--- src/rtl/pixel_zone_scanner.sv ---
// Raster scanner: reads a binary image from the pixel buffer and accumulates
// per-zone ink counts, total ink and the ink bounding box.
module pixel_zone_scanner #(
   parameter int IMG_W   = 28,
   parameter int IMG_H   = 28,
   parameter int ZONES_X = 4,
   parameter int ZONES_Y = 4,
   parameter int ADDR_W  = 10,
   parameter int COORD_W = 5,
   parameter int CNT_W   = 8,
   parameter int ZSEL_W  = 4
) (
   input  logic               clk,
   input  logic               reset,
   input  logic               load,
   input  logic               dark_level,
   input  logic               pixel,
   output logic [ADDR_W-1:0]  pixel_addr,
   input  logic [ZSEL_W-1:0]  zone_sel,
   output logic [CNT_W-1:0]   zone_count,
   output logic [ADDR_W:0]    total_count,
   output logic [COORD_W-1:0] x_min,
   output logic [COORD_W-1:0] x_max,
   output logic [COORD_W-1:0] y_min,
   output logic [COORD_W-1:0] y_max,
   output logic               empty,
   output logic               complete,
   output logic               waiting,
   output logic [1:0]         stages_complete
);

   localparam int ZW = IMG_W / ZONES_X;
   localparam int ZH = IMG_H / ZONES_Y;
   localparam int NZ = ZONES_X * ZONES_Y;
   localparam int N  = IMG_W * IMG_H;

   typedef enum logic [1:0] {WAIT, SCAN, DRAIN, DONE} state_t;
   state_t state, state_nxt;

   logic [COORD_W-1:0] row, col, row_z, col_z;
   logic [ZSEL_W-1:0]  zx, zy;
   logic               valid_q;
   logic [COORD_W-1:0] row_q, col_q;
   logic [ZSEL_W-1:0]  zidx_q;
   logic               dark_q, found, ink, start, last_addr;
   logic [CNT_W-1:0]   zcnt [NZ];

   assign start     = (state == WAIT) && load;
   assign last_addr = (pixel_addr == ADDR_W'(N - 1));
   assign ink       = valid_q && (pixel == dark_q);

   always_ff @(posedge clk) begin
      if (!reset) state <= WAIT;
      else        state <= state_nxt;
   end

   always_comb begin
      state_nxt = state;
      case (state)
         WAIT:    if (load) state_nxt = SCAN;
         SCAN:    if (last_addr) state_nxt = DRAIN;
         DRAIN:   state_nxt = DONE;
         DONE:    if (!load) state_nxt = WAIT;
         default: state_nxt = WAIT;
      endcase
   end

   always_comb begin
      waiting         = 1'b0;
      complete        = 1'b0;
      stages_complete = 2'd0;
      case (state)
         WAIT:    waiting = 1'b1;
         SCAN:    stages_complete = 2'd1;
         DRAIN:   stages_complete = 2'd2;
         DONE:    begin complete = 1'b1; stages_complete = 2'd3; end
         default: waiting = 1'b1;
      endcase
   end

   // Row/col and zone coordinates step alongside the address so no divider is needed.
   always_ff @(posedge clk) begin
      if (!reset || start) begin
         pixel_addr <= '0;
         row <= '0; col <= '0; row_z <= '0; col_z <= '0;
         zx <= '0; zy <= '0;
      end else if (state == SCAN && !last_addr) begin
         pixel_addr <= pixel_addr + 1'b1;
         if (col == COORD_W'(IMG_W - 1)) begin
            col   <= '0;
            col_z <= '0;
            zx    <= '0;
            row   <= row + 1'b1;
            if (row_z == COORD_W'(ZH - 1)) begin
               row_z <= '0;
               zy    <= zy + 1'b1;
            end else begin
               row_z <= row_z + 1'b1;
            end
         end else begin
            col <= col + 1'b1;
            if (col_z == COORD_W'(ZW - 1)) begin
               col_z <= '0;
               zx    <= zx + 1'b1;
            end else begin
               col_z <= col_z + 1'b1;
            end
         end
      end
   end

   // Coordinates delayed one cycle to line up with the buffer's read latency.
   always_ff @(posedge clk) begin
      if (!reset) begin
         valid_q <= 1'b0;
         row_q   <= '0;
         col_q   <= '0;
         zidx_q  <= '0;
      end else begin
         valid_q <= (state == SCAN);
         row_q   <= row;
         col_q   <= col;
         zidx_q  <= zy * ZSEL_W'(ZONES_X) + zx;
      end
   end

   always_ff @(posedge clk) begin
      if (!reset || start) begin
         for (int unsigned i = 0; i < NZ; i++) zcnt[i] <= '0;
         total_count <= '0;
         x_min <= '0; x_max <= '0; y_min <= '0; y_max <= '0;
         found  <= 1'b0;
         empty  <= 1'b0;
         dark_q <= reset ? dark_level : 1'b0;
      end else begin
         if (ink) begin
            if (zcnt[zidx_q] != '1) zcnt[zidx_q] <= zcnt[zidx_q] + 1'b1;
            total_count <= total_count + 1'b1;
            found       <= 1'b1;
            if (!found) begin
               x_min <= col_q; x_max <= col_q;
               y_min <= row_q; y_max <= row_q;
            end else begin
               if (col_q < x_min) x_min <= col_q;
               if (col_q > x_max) x_max <= col_q;
               if (row_q < y_min) y_min <= row_q;
               if (row_q > y_max) y_max <= row_q;
            end
         end
         if (state == DRAIN) empty <= (total_count == '0) && !ink;
      end
   end

   always_comb begin
      zone_count = '0;
      if (32'(zone_sel) < NZ) zone_count = zcnt[zone_sel];
   end

endmodule

--- config.mk ---
export PLATFORM = sky130hd
export DESIGN_NAME = pixel_zone_scanner
export DESIGN_NICKNAME = d
export VERILOG_FILES = /design/src/rtl/pixel_zone_scanner.sv
export SDC_FILE = /design/constraint.sdc
export NUM_CORES = 1
export LEC_CHECK = 0
export CAP_MARGIN = 20
export CORE_MARGIN = 2
export CORE_UTILIZATION = 30
export DETAILED_ROUTE_END_ITERATION = 8
export GPL_TIMING_DRIVEN = 0
export MAX_ROUTING_LAYER = met4
export PLACE_DENSITY = 0.44
export REMOVE_ABC_BUFFERS = 1
export SLEW_MARGIN = 20
export SYNTH_ARGS = -nofsm -noshare
export SYNTH_HDL_FRONTEND = slang
export SYNTH_SLANG_ARGS = --single-unit
--- constraint.sdc ---
create_clock -name clk -period 4.7 [get_ports clk]
set_clock_uncertainty 0.1 [all_clocks]
set_input_delay 1.41 -clock clk [delete_from_list [all_inputs] [get_ports clk]]
set_output_delay 1.41 -clock clk [all_outputs]
set_load 0.05 [all_outputs]
## Word level (Yosys, flattened, before mapping)

Memory sizes are Yosys's and may differ from the RTL's. A register that Yosys moved wholly into a read port is not among the register bits.
Index checks and enable logic that the tools add are counted.

| storage, ports and cells | value |
|---|---|
| memories | 1 |
| flip-flop bits (word level) | 89 |
| word-level logic and storage cells | 102 |
| memory bits (writable) | 128 |
| output and inout bits | 54 |

| cells by class | value |
|---|---|
| equality and inequality tests | 16 |
| $lt $le $gt $ge | 4 |
| $add $sub $neg | 10 |
| reductions and logical operators | 20 |
| multiplexer cells | 31 |

Memories:

| name | depth | bits a word | rd ports | clocked after memory_dff | wr ports | line | text |
|---|---|---|---|---|---|---|---|
| zcnt | 16 | 8 | 2 | 1 | 16 | 46 | `logic [CNT_W-1:0] zcnt [NZ];` |

Operator list:

| operator | count |
|---|---|
| $mux 5 | 12 |
| $add 5x1->5 const B | 4 |
| $mux 4 | 4 |
| $reduce_and 2->1 | 6 |
| $add 11x1->11 const B | 1 |
| $logic_not 11->1 | 1 |
| $add 10x1->10 const B | 1 |
| $eq 10x10->1 const B | 1 |
| $eq 5x3->1 const B | 2 |
| $gt 5x5->1 | 2 |
| $lt 5x5->1 | 2 |
| $mux 1 | 9 |
| $add 4x1->4 const B | 2 |
| $add 8x1->8 const B | 1 |
| $mux 8 | 1 |
| $ne 2x1->1 const B | 4 |
| $ne 8x8->1 const B | 1 |
| $pmux 2 s4 | 1 |
| $reduce_or 8->1 | 1 |
| $mux 2 | 3 |
| $ne 2x2->1 const B | 3 |
| $pmux 2 s3 | 1 |
| $reduce_and 3->1 | 2 |
| $eq 5x5->1 const B | 1 |
| other kinds (9) | 15 |

## Depth between registers and ports, before layout

| logic depth | value |
|---|---|
| word-level depth | 7 |
| gate-level depth with buffers | 11 |

## Least setup slack after synthesis

No wires, ideal clock.

| path | value |
|---|---|
| path type | input to output |
| from | input port zone_sel[0] |
| to | output port zone_count[0] |
| required time | 3190 ps |
| cell stages on the path | 4 |
| arrival time | 3358 ps |
| path slack | -168 ps |
| path buffers | 2 |
| cell sequence | clkbuf_1 > buf_1 > mux4_2 > mux4_2 |

| between the ends | value |
|---|---|
| word-level cells in the longest chain between the ends | 1 |

RTL lines:

| element | line | text |
|---|---|---|
| from (decl) | 19 | `input logic [ZSEL_W-1:0] zone_sel,` |
| $mem_v2 16x8 | - |  |
| to (decl) | 20 | `output logic [CNT_W-1:0] zone_count,` |

Every way passes these cells.

## Worst setup path in the final report

| path | value |
|---|---|
| from | input port zone_sel[0] |
| to | output port zone_count[1] |

The elaborated chain is that of the path after synthesis.

==> results.json <==
{
  "maxCapViolCount": 0,
  "grt_max_degree": 44,
  "cts_buffers": 26,
  "largest_reg_flops": 128,
  "final_layout_size_suffix_gt1_share_pct": 17.1,
  "finish.utilization_pct": 36.4,
  "min_period_over_period_pct": 98.8,
  "top_register": "zcnt",
  "reg2reg_slack_ns": 0.48,
  "hp-start": "row[4]$_SDFFE_PP0N_",
  "clk_pin_slew_ns": 0.06,
  "gp_congestion": 0.740,
  "hold_buffers": 0,
  "grt_pass1_vias": 7330,
  "clk_latency_ns": 0.54,
  "startpoint": "zone_sel[0]",
  "path_max_fanout": 13,
  "power.total_mw": 5.48,
  "dieArea_um2": 37600,
  "dp_cells": 1382,
  "p_clk_share_pct": 34.3,
  "p_leak_nw": 4.42,
  "worst-setup-path-type": "in2out",
  "globalRouteOverflowTotal": 0,
  "antennaDiodeCount": 0,
  "grt_pass1_wl_mm": 45.0,
  "max_slew_margin_pct": 24.8,
  "final_nets": 993,
  "slowest_delay_ns": 0.51,
  "syn-cell-area_um2": 10800,
  "max-vdd-ir-drop_mv": 0.328,
  "status": "complete, no violations",
  "drv_slew": 0,
  "antenna_left": 0,
  "crit_path_end_kind": "output port",
  "place_ws_ns": -0.922,
  "wirelength_mm": 29.8,
  "dp_hpwl_mm": 19.3,
  "fmax_mhz": 215,
  "rows": 69,
  "core_um2": 35600,
  "start_kind": "input pin",
  "internal-power_mw": 3.83,
  "slowest_stage": "mux4_2",
  "mostFrequentLayoutCells": "nor2_1 (137), edfxtp_1 (129), dfxtp_1 (84)",
  "min_path_type": "reg2reg",
  "seqPwrFrac_pct": 44.1,
  "mostFrequentLayoutCell": "nor2_1",
  "worst_slew_pin_slew_ns": 1.13,
  "stdcell_count": 1428,
  "die_y_um": 194,
  "synth_cells": 903,
  "rr_worst_depth": 9,
  "cts-root-buf": "clkbuf_16",
  "p_comb_share_pct": 21.6,
  "clock_sinks": 215,
  "hold_violations": 0,
  "dr.first_iter.drc_count": 538,
  "tritoncts": "built",
  "synth_flop_cell": "edfxtp_1",
  "placed_area_um2": 12100,
  "hold-path-cell-count": 1,
  "io_buffers": 62,
  "critical_path.cell_chain": "buf_8, buf_12, mux4_2, mux4_2, clkdlybuf4s15_2",
  "antenna_found_initial": 0,
  "yosys_warnings": 0,
  "ys_types": 50,
  "io_pins": 63,
  "rsz0062_at_grt": "true",
  "dr_total_vias": 7217,
  "post-route-min-period_ns": 4.65,
  "timing.rr.start": "zidx_q[0]$_SDFF_PN0_",
  "arrival_ns": 3.14,
  "p_switching_mw": 1.65,
  "synth_area_leader_cell": "edfxtp_1",
  "synth_seq_cells": 215,
  "drtPass1Iterations": 5,
  "cpMostUsedCell": "mux4_2",
  "pwr_density_cell_nw_per_um2": 423,
  "endpoint": "zone_count[1]",
  "die_w_um": 194,
  "final_cell_area_um2": 12900,
  "synth-async-reset-ratio_pct": 0,
  "reg_top3": "zcnt x128, total_count x11, pixel_addr x10",
  "via_per_inst": 5.05,
  "synthTopCellsByArea": "edfxtp_1 (36%), dfxtp_1 (16%), mux4_2 (14%)",
  "wire_per_inst_um": 20.8,
  "grt.total_usage_pct": 16.2,
  "setup_ws_ns": 0.0549,
  "avgSynthCellArea_um2": 12.0,
  "htreeDepth": 1,
  "synth-seq-area-share_pct": 51.7,
  "postCtsSetupBuffers": 0,
  "setup_viol": 0,
  "rr_endpoint": "zcnt[1][0]$_SDFFCE_PN0P_",
  "start_util_pct": 30.5,
  "area_growth_pct": 19.5,
  "synth_top_area_share_pct": 35.8,
  "drc": 0,
  "cts_buffer_depth": 3,
  "p_sw_share_pct": 30.2,
  "synth_edf_count": 129,
  "cp.required_ns": 3.19
}
worst min path at each step:
stage                                 end
floorplan             row_q[4]$_SDFF_PN0_
global placement    y_min[1]$_SDFFE_PP0P_
detailed placement    row_q[4]$_SDFF_PN0_
CTS                 x_min[2]$_SDFFE_PP0P_
global route        x_min[2]$_SDFFE_PP0P_
finish                row_q[4]$_SDFF_PN0_
worst max-delay path: cells and delay by family:
family	cells	cell delay (ns)
buffers and inverters	3	0.73
muxes	2	0.98
cell type report:
type                    instances  area (um2)
clock buffers                  38         747
flip-flops and latches        215        5600
repair buffers                 79         902
fillers                      3495       22600
well taps                     461         577
multi-input cells             599        4950
clock inverters                 7        48.8
inverters                      29         114
per-stage QoR:
step	hold WS, ns	TNS [ns]
global placement	0.361	-671.12
floorplan	0.350	-1.13
finish	0.375	0
global route	0.399	-0.0133
CTS	0.376	-0.0153
detailed placement	0.365	-86.89
kinds of logic after synthesis:
kind of cell | synth area share, %
flip-flops | 51.7
buffers and inverters | 3.43
AO/OA/AOI/OAI | 4.08
AND/OR/NAND/NOR | 15.3
multiplexers | 17.7
adder cells (fa/ha/maj) | 3.93
XOR/XNOR | 3.93
power by group through the flow:
stage,clock network [mW],logic (mW),registers [mW]
after floorplan,0,0.719,2.44
after global placement,0,1.13,2.46
after detailed placement,0,1.20,2.46
after CTS,1.94,1.20,2.42
after global routing,2.02,1.26,2.45
final,1.88,1.18,2.42
synth_stat cells, types with 12 or more instances:
cell,count
nand4_1,15
xnor2_1,18
nand2_1,72
mux4_2,66
o21ai_0,15
nor3_1,48
clkbuf_1,45
dfxtp_1,86
mux2i_1,22
edfxtp_1,129
inv_1,28
xor2_1,25
nor2_1,137
and2_1,20
a22oi_1,12
nand3_1,26
ha_1,34
per-layer routing:
layer / part of all wire [%] / GRT usage (%)
met5: 0 / -
met4: 1.4 / 3.17
met3: 4.4 / 2.14
met2: 47 / 25.9
met1: 47 / 22.1
repair_timing:
action / in CTS / in global routing
gates cloned: 1 / 0
endpoints found under the setup margin: 98 / 96
gates resized for setup: 39 / 9
No activity file was read; power rests on OpenSTA's default activity.
